==> src/rtl/mul_share_arbiter.sv <==
// mul_share_arbiter
// Shares one 35x35 signed multiplier among NCH requesting channels. Requests
// are granted round-robin, at most one issue every GAP cycles. A small tag
// FIFO remembers which channel owns each in-flight product so that results
// can be routed back in issue order.
module mul_share_arbiter #(
  parameter int NCH       = 4,
  parameter int GAP       = 4,
  parameter int TAG_DEPTH = 4
) (
  input  logic                      i_clk,
  input  logic                      i_rst_n,
  input  logic [NCH-1:0]            i_req,
  input  logic [NCH*35-1:0]         i_a,
  input  logic [NCH*35-1:0]         i_b,
  output logic [NCH-1:0]            o_gnt,
  output logic                      o_mul_en,
  output logic signed [34:0]        o_mul_a,
  output logic signed [34:0]        o_mul_b,
  input  logic signed [68:0]        i_mul_c,
  input  logic                      i_mul_c_en,
  output logic signed [68:0]        o_res,
  output logic [$clog2(NCH)-1:0]    o_res_ch,
  output logic                      o_res_vld,
  output logic                      o_busy,
  output logic                      o_err
);

  localparam int CW = $clog2(NCH);
  localparam int SW = $clog2(GAP);
  localparam int AW = $clog2(TAG_DEPTH);

  localparam logic [SW-1:0] SLOT_LOAD = SW'(GAP - 1);
  localparam logic [SW-1:0] SLOT_ONE  = SW'(1);
  localparam logic [AW:0]   CNT_ONE   = (AW + 1)'(1);
  localparam logic [AW:0]   CNT_FULL  = (AW + 1)'(TAG_DEPTH);
  localparam logic [AW-1:0] PTR_ONE   = AW'(1);
  localparam logic [CW-1:0] CH_ONE    = CW'(1);
  localparam logic [CW-1:0] CH_LAST   = CW'(NCH - 1);
  localparam logic [CW:0]   CH_WRAP   = (CW + 1)'(NCH);

  // Unpacked per-channel operands
  logic signed [34:0] a_ch [NCH];
  logic signed [34:0] b_ch [NCH];

  // Round-robin search: requests rotated so that bit 0 is the channel at the pointer
  logic [2*NCH-1:0]   req_dbl;
  logic [NCH-1:0]     req_rot;
  logic [CW-1:0]      cand_idx [NCH];
  logic               win_found;
  logic [CW-1:0]      win_idx;

  // Issue slot and round-robin state
  logic [SW-1:0]      slot_cnt_reg;
  logic [SW-1:0]      slot_cnt_next;
  logic [CW-1:0]      rr_ptr_reg;
  logic [CW-1:0]      rr_ptr_next;

  // Tag FIFO
  logic [CW-1:0]      tag_mem [TAG_DEPTH];
  logic [AW-1:0]      wr_ptr_reg;
  logic [AW-1:0]      rd_ptr_reg;
  logic [AW:0]        count_reg;
  logic [AW:0]        count_next;

  // Decisions for the current edge
  logic               slot_free;
  logic               fifo_full;
  logic               fifo_empty;
  logic               issue;
  logic               pop;
  logic [NCH-1:0]     gnt_next;
  logic               busy_next;

  // Registered outputs
  logic [NCH-1:0]     gnt_reg;
  logic               mul_en_reg;
  logic signed [34:0] mul_a_reg;
  logic signed [34:0] mul_b_reg;
  logic signed [68:0] res_reg;
  logic [CW-1:0]      res_ch_reg;
  logic               res_vld_reg;
  logic               busy_reg;
  logic               err_reg;

  assign req_dbl = {i_req, i_req} >> rr_ptr_reg;
  assign req_rot = req_dbl[NCH-1:0];

  for (genvar gi = 0; gi < NCH; gi++) begin : g_chan
    logic [CW:0] cand_sum;

    assign a_ch[gi]     = i_a[35*gi +: 35];
    assign b_ch[gi]     = i_b[35*gi +: 35];
    // Absolute channel number of rotated position gi, wrapped modulo NCH
    assign cand_sum     = {1'b0, rr_ptr_reg} + (CW + 1)'(gi);
    assign cand_idx[gi] = (cand_sum >= CH_WRAP) ? CW'(cand_sum - CH_WRAP) : cand_sum[CW-1:0];
    assign gnt_next[gi] = issue && (win_idx == CW'(gi));
  end

  // Pick the first requesting channel at or after the round-robin pointer
  always_comb begin
    win_found = |req_rot;
    win_idx   = '0;
    for (int i = NCH - 1; i >= 0; i--) begin
      if (req_rot[i]) begin
        win_idx = cand_idx[i];
      end
    end
  end

  assign slot_free  = (slot_cnt_reg == '0);
  assign fifo_full  = (count_reg == CNT_FULL);
  assign fifo_empty = (count_reg == '0);
  assign issue      = slot_free && !fifo_full && win_found;
  assign pop        = i_mul_c_en && !fifo_empty;

  // Next-state for slot counter, pointer, FIFO occupancy and busy flag
  always_comb begin
    slot_cnt_next = slot_cnt_reg;
    if (issue) begin
      slot_cnt_next = SLOT_LOAD;
    end else if (!slot_free) begin
      slot_cnt_next = slot_cnt_reg - SLOT_ONE;
    end

    rr_ptr_next = rr_ptr_reg;
    if (issue) begin
      rr_ptr_next = (win_idx == CH_LAST) ? '0 : win_idx + CH_ONE;
    end

    count_next = count_reg;
    case ({issue, pop})
      2'b10:   count_next = count_reg + CNT_ONE;
      2'b01:   count_next = count_reg - CNT_ONE;
      default: count_next = count_reg;
    endcase

    busy_next = (slot_cnt_next != '0) || (count_next != '0);
  end

  // Control state: slot timer, round-robin pointer, FIFO pointers and occupancy
  always_ff @(posedge i_clk or negedge i_rst_n) begin
    if (!i_rst_n) begin
      slot_cnt_reg <= '0;
      rr_ptr_reg   <= '0;
      wr_ptr_reg   <= '0;
      rd_ptr_reg   <= '0;
      count_reg    <= '0;
      busy_reg     <= 1'b0;
    end else begin
      slot_cnt_reg <= slot_cnt_next;
      rr_ptr_reg   <= rr_ptr_next;
      count_reg    <= count_next;
      busy_reg     <= busy_next;
      if (issue) begin
        wr_ptr_reg <= wr_ptr_reg + PTR_ONE;
      end
      if (pop) begin
        rd_ptr_reg <= rd_ptr_reg + PTR_ONE;
      end
    end
  end

  // Tag storage; no reset needed since the pointers define validity
  always_ff @(posedge i_clk) begin
    if (issue) begin
      tag_mem[wr_ptr_reg] <= win_idx;
    end
  end

  // Issue side: grant pulse, multiplier strobe and held operands
  always_ff @(posedge i_clk or negedge i_rst_n) begin
    if (!i_rst_n) begin
      gnt_reg    <= '0;
      mul_en_reg <= 1'b0;
      mul_a_reg  <= '0;
      mul_b_reg  <= '0;
    end else begin
      gnt_reg    <= gnt_next;
      mul_en_reg <= issue;
      if (issue) begin
        mul_a_reg <= a_ch[win_idx];
        mul_b_reg <= b_ch[win_idx];
      end
    end
  end

  // Return side: route each product to the oldest tag; flag orphan products
  always_ff @(posedge i_clk or negedge i_rst_n) begin
    if (!i_rst_n) begin
      res_reg     <= '0;
      res_ch_reg  <= '0;
      res_vld_reg <= 1'b0;
      err_reg     <= 1'b0;
    end else begin
      res_vld_reg <= pop;
      if (pop) begin
        res_reg    <= i_mul_c;
        res_ch_reg <= tag_mem[rd_ptr_reg];
      end
      if (i_mul_c_en && fifo_empty) begin
        err_reg <= 1'b1;
      end
    end
  end

  assign o_gnt     = gnt_reg;
  assign o_mul_en  = mul_en_reg;
  assign o_mul_a   = mul_a_reg;
  assign o_mul_b   = mul_b_reg;
  assign o_res     = res_reg;
  assign o_res_ch  = res_ch_reg;
  assign o_res_vld = res_vld_reg;
  assign o_busy    = busy_reg;
  assign o_err     = err_reg;

endmodule

==> config.mk <==
export PLATFORM = sky130hd
export DESIGN_NAME = mul_share_arbiter
export DESIGN_NICKNAME = d
export VERILOG_FILES = /design/src/rtl/mul_share_arbiter.sv
export SDC_FILE = /design/constraint.sdc
export NUM_CORES = 1
export LEC_CHECK = 0
export BUFFER_PORTS_ARGS = -buffer_cell sky130_fd_sc_hd__clkbuf_2
export CAP_MARGIN = 20
export CORE_AREA = 2 2 198 200
export CTS_BUF_LIST = sky130_fd_sc_hd__clkbuf_16
export DETAILED_ROUTE_END_ITERATION = 7
export DIE_AREA = 0 0 200 202
export GPL_TIMING_DRIVEN = 0
export HOLD_SLACK_MARGIN = 0.02
export PLACE_DENSITY_LB_ADDON = 0.12
export SLEW_MARGIN = 20
export SYNTH_ARGS = -nofsm -noshare
export SYNTH_HDL_FRONTEND = slang
export SYNTH_SLANG_ARGS = --single-unit
==> constraint.sdc <==
create_clock -name i_clk -period 2.7 [get_ports i_clk]
set_clock_uncertainty 0.2 [all_clocks]
set_input_delay 0.675 -clock i_clk [delete_from_list [all_inputs] [get_ports i_clk]]
set_output_delay 0.675 -clock i_clk [all_outputs]
set_load 0.005 [all_outputs]
# [Word level (Yosys, flattened, before mapping)]
# Memory sizes are Yosys's and may differ from the RTL's. A register that Yosys moved wholly into a read port is not among the register bits.
# Cells that the tools add are included.
[op_classes] mux=20 multipliers=0 bitwise_logic=1 n_shift=1 n_reduce_logical=18 magnitude_cmp=5 addsub=13 div=0 eq_ne=6
[op_table] op="$bmux 35 s2" n=2
[op_table] op="$mux 35" n=4
[op_table] op="$mux 2" n=11
[op_table] op="$ge 3x3->1 const B" n=4
[op_table] op="$sub 2x1->2 const B" n=5
[op_table] op="$logic_and 1x1->1" n=8
[op_table] op="$shr 8x2->4" n=1
[op_table] op="$add 2x1->2 const B" n=3
[op_table] op="$add 2x2->3 const B" n=2
[op_table] op="$eq 2x2->1 const B" n=3
[op_table] op="$pmux 3 s2" n=1
[op_table] op="$eq 2x1->1 const B" n=2
[op_table] op="$logic_not 2->1" n=2
[op_table] op="$reduce_or 4->1" n=1
[op_table] op="$add 2x1->3 const B" n=1
[op_table] op="$add 3x1->3 const B" n=1
[op_table] op="$eq 3x3->1 const B" n=1
[op_table] op="$ge 2x3->1 const B" n=1
[op_table] op="$logic_not 1->1" n=3
[op_table] op="$logic_not 3->1" n=1
[op_table] op="$not 2->3" n=1
[op_table] op="$reduce_bool 3->1" n=1
[op_table] op="$sub 3x1->3 const B" n=1
[op_table] op="$mux 1" n=2
[op_table] op="2 further kinds" n=2
[totals] latch_bits=0 rom_bits=0 reg_bits=158 memories=1 wordCells=78 ram_bits=8 input_bits=356
[memory_table] memory="tag_mem" depth=4 word_bits=2 read_ports=1 rd_ports_with_merged_regs=1 wr=1 line="60" source="logic [CW-1:0] tag_mem [TAG_DEPTH];"

# [Logic depth before layout (Yosys ltp)]
[depth] depth_word=11 ltp_mapped=13

# [Worst setup path after synthesis]
# No wires, ideal clock.
[synth_path] path_type="input to register" start="input port i_req[3]" end="register busy_reg, in the netlist o_busy" arrival_time_ns=2.520 setup_ns=0.122 path_stages=11 required_ns=2.378 slack_ns=-0.142 cell_sequence="nor4_1 -> or4_4 -> clkbuf_1 -> ha_1 -> inv_1 -> fa_1 -> xor2_1 -> nor2_1 -> xor2_1 -> nor3_1 -> nand2_1"
[synth_via] elab_chain_cells=7 word_cells_on_any_way=10 classes_between="2 x eq/ne; 1 x shift; 2 x mux; 5 x reduce/logical"
[synth_rtl] element="start: declaration" line="13" source="input logic [NCH-1:0] i_req,"
[synth_rtl] element="$shr 8x2->4 (*)" line="86" source="assign req_dbl = {i_req, i_req} >> rr_ptr_reg;"
[synth_rtl] element="$reduce_or 4->1 (*)" line="102" source="win_found = |req_rot;"
[synth_rtl] element="$logic_and 1x1->1 (*)" line="114" source="assign issue = slot_free && !fifo_full && win_found;"
[synth_rtl] element="$eq 2x1->1 / $eq 2x2->1 (equally long branches)" line="132" source="case ({issue, pop})"
[synth_rtl] element="$pmux 3 s2 (*)" line="132"
[synth_rtl] element="named net count_next[2]" line="64" source="logic [AW:0] count_next;"
[synth_rtl] element="$reduce_bool 3->1 (*)" line="138" source="busy_next = (slot_cnt_next != '0) || (count_next != '0);"
[synth_rtl] element="$logic_or 1x1->1 (*)" line="138"
[synth_rtl] element="named net busy_next" line="73" source="logic busy_next;"
[synth_rtl] element="end signal: assignment" line="154" source="busy_reg <= busy_next;"
[synth_rtl] element="end: declaration" line="83" source="logic busy_reg;"
# Mark *: on every way through the listed nets, which the timed path passes. The rest lies on a longest branch.
# A chain may end at the register's enable or synchronous reset.

# [Worst setup path in the final report]
[layout_path] start="register count_reg[0]" end="register busy_reg, in the netlist o_busy"
[layout_via] elab_chain_cells=8 word_cells_on_any_way=16 classes_between="2 x add/sub; 3 x eq/ne; 2 x mux; 9 x reduce/logical"
[layout_rtl] element="start: declaration" line="63" source="logic [AW:0] count_reg;"
[layout_rtl] element="start signal: assignment" line="153" source="count_reg <= count_next;"
[layout_rtl] element="$eq 3x3->1" line="112" source="assign fifo_full = (count_reg == CNT_FULL);"
[layout_rtl] element="$logic_not 1->1" line="114"
[layout_rtl] element="$logic_and 1x1->1 (2 in a row)" line="114"
[layout_rtl] element="$eq 2x1->1 / $eq 2x2->1 (equally long branches)" line="132"
[layout_rtl] element="$pmux 3 s2 (*)" line="132"
[layout_rtl] element="named net count_next[2]" line="64"
[layout_rtl] element="$reduce_bool 3->1 (*)" line="138"
[layout_rtl] element="$logic_or 1x1->1 (*)" line="138"
[layout_rtl] element="named net busy_next" line="73"
# Marked as above.

==> results.cfg <==
[sta]
setup_slack_ns = 0.1683
worst_slew_pin_slew_ns = 0.5773
drv_slew = 0
fin_crit_sh_pct = 93.77
fin_tns_setup_ns = 0
clock.fmax_ghz = 0.3950
final-hold-violation-count = 0
max_slew_margin_pct = 61.51
setup_viol = 0
fin_crit_ns = 2.532

[clock_network]
clk_latency_ns = 0.44
cts_root_buf = clkbuf_16
cts.sinks = 168
htree_levels = 4
clockBufferDepth = 2
cts_buffers = 17
cts_tree = done
clkTransAtPathRegs_ns = 0.08

[worst_hold_path]
worstHoldEndpoint = o_res[46]
min_delay_path_depth = 3
hp-start = i_mul_c[46]
hold_path_class = primary input to register

[critical_path]
reg2reg_from = count_reg[0]
path_cells = inv_2, and3_1, or4_4, ha_2, inv_1, fa_1, xor2_1, nor2_1, xor2_1, nor3_1, nand2_1
critPathArrivalTime_ns = 2.66
cp-start-kind = register
r2r_end = o_busy
startpoint = count_reg[0]
r2r_cells = 11
critPathKind = register to register
critPathMaxFanout = 4
slowest_delay_ns = 0.57
crit_required_ns = 2.83
cp_common_cell = xor2_1
worstSetupEndpointType = register
cp_slowest_cell = or4_4
worst-r2r-setup-slack_ns = 0.17

[yosys]
syn_nets = 1147
ys_top_cells_by_count = nand2_1, dfrtp_1, mux2i_1
avgSynthCellArea_um2 = 10.76
yosys_warnings = 0
synth_top_cell_by_area = dfrtp_1
syn_inst = 781
synth_flop_cell = dfrtp_1
yosysMostFrequentCell = nand2_1
synth_area_leaders = dfrtp_1, mux2i_1, nand2_1
ys_ff_latch = 168
synth.distinct_cells = 35
seq_area_frac_synth_pct = 50.51
synth_top_area_share_pct = 47.65
syn_area_um2 = 8402
synth-async-reset-ratio_pct = 95.24
synth_edf_count = 8

[placement]
gp_congestion = 0.7646
place_ws_ns = -0.6129
dp_hpwl_mm = 27.50
port_buffers = 504
place_area_um2 = 11640

[global_routing]
grt_pass1_wl_mm = 49.83
grt_start_max_net_pins = 64
grt.total_usage_pct = 16.78
first_global_vias = 8042
antenna_found_initial = 0
grt_overflow = 0

[final_layout]
area_growth_pct = 45.85
fin_util_pct = 32.01
finalNetCount = 1673
final_area_um2 = 12250
fill_cells = 4071
largest_reg_flops = 69
antenna_cells = 0
drive_gt1_share_pct = 47.80

[die]
pin_count = 505
dieHeight_um = 202
start_util_pct = 21.94
die_area_um2 = 40400
rows = 72
coreArea_um2 = 38290
die_width_um = 200

[detailed_routing]
viasPerCell = 4.236
wl_per_cell_um = 18.71
routed_wl_mm = 34.39
drt_iter0_markers = 262
post-route-drc-count = 0
final_antenna_net_count = 0
via_count = 7786
firstDrtPassIters = 4

[pwr]
cellPowerDensity_nw_per_um2 = 1058
p_leak_nw = 6.808
peakVddDrop_mv = 0.4064

[run]
maxCapViolations = 0

[outcome]
status = finished clean
-- area by class of cell --
class,count,area [um2],share of cell area (%)
inverters,10,50.05,0.4084
clock inverters,15,146.4,1.195
multi-input cells,549,3822,31.19
repair buffers,510,2619,21.37
well taps,518,648.1,5.289
flip-flops and latches,168,4244,34.63
clock buffers,17,425.4,3.471
plain buffers,51,299.0,2.440
-- placed cells by master (no fill, tap or decap), types with 6 or more instances in the layout --
cell type  instances
mux2i_1          141
buf_4              6
clkbuf_2         503
dfrtp_1          160
clkbuf_16         17
clkbuf_1          12
buf_2             26
buf_6              8
o221ai_2          41
inv_1              7
and2_1             8
o221ai_1          30
ha_1               8
edfxtp_1           8
nand2_1          287
-- kinds of logic (layout without fill, tap and decap cells) --
kind of cell,Yosys count,after routing,share of synthesized area (%)
multiplexers,145,145,17.60
buffers and inverters,64,603,4.110
AO/OA/AOI/OAI,80,80,11.09
XOR/XNOR,6,6,0.6255
flip-flops,168,168,50.51
AND/OR/NAND/NOR,308,308,14.48
adder cells (fa/ha/maj),10,10,1.579
-- routing by layer --
layer | wire length (um) | global-route usage [%] | vias to the layer above
met1 | 14260 | 20.13 | 3656
met3 | 2651 | 4.255 | 28
li1 | - | - | 3774
met4 | 747 | 5.741 | 0
met2 | 16730 | 28.98 | 328
met5 | 0 | 0 | -
-- how the worst max path moves through the flow --
stage | end | slack [ns]
5_1_grt | o_busy | -0.005
6_report | o_busy | 0.17
3_5_place_dp | o_busy | -0.61
4_1_cts | o_busy | 0.04
2_1_floorplan | o_busy | 0.0004
3_3_place_gp | o_mul_a[0] | -2.64
-- worst max-delay path: cells and delay by family (launching register included) --
kind | cells | cell delay (ns)
xor gates and xnor gates | 2 | 0.29
buffers and inverters | 2 | 0.12
and+or+nand+nor | 5 | 1.02
DFF | 1 | 0.40
adders and majority gates | 2 | 0.39
-- power by group --
part | switching, mW | internal [mW]
logic | 3.58 | 2.68
registers | 0.593 | 3.63
clock network | 1.19 | 1.29
total | 5.36 | 7.60
-- what timing repair did --
| action | CTS | global route |
|---|---|---|
| pin swaps | 0 | 1 |
| hold endpoints to repair | 34 | 0 |
| resized for setup | 5 | 5 |
| buffers inserted | 0 | 3 |
| hold buffers | 1 | 0 |
| endpoints found under the setup margin | 5 | 2 |
-- stage by stage --
step	power [mW]	hold slack, ns	instances
after floorplan	7.858	0.1794	781
after global placement	10.63	0.2412	1803
after detailed placement	10.69	0.2485	1805
after CTS	13.20	0.1822	1835
after global routing	13.96	0.1990	1838
final	12.97	0.2054	1838
No activity file was read; power rests on OpenSTA's default activity.
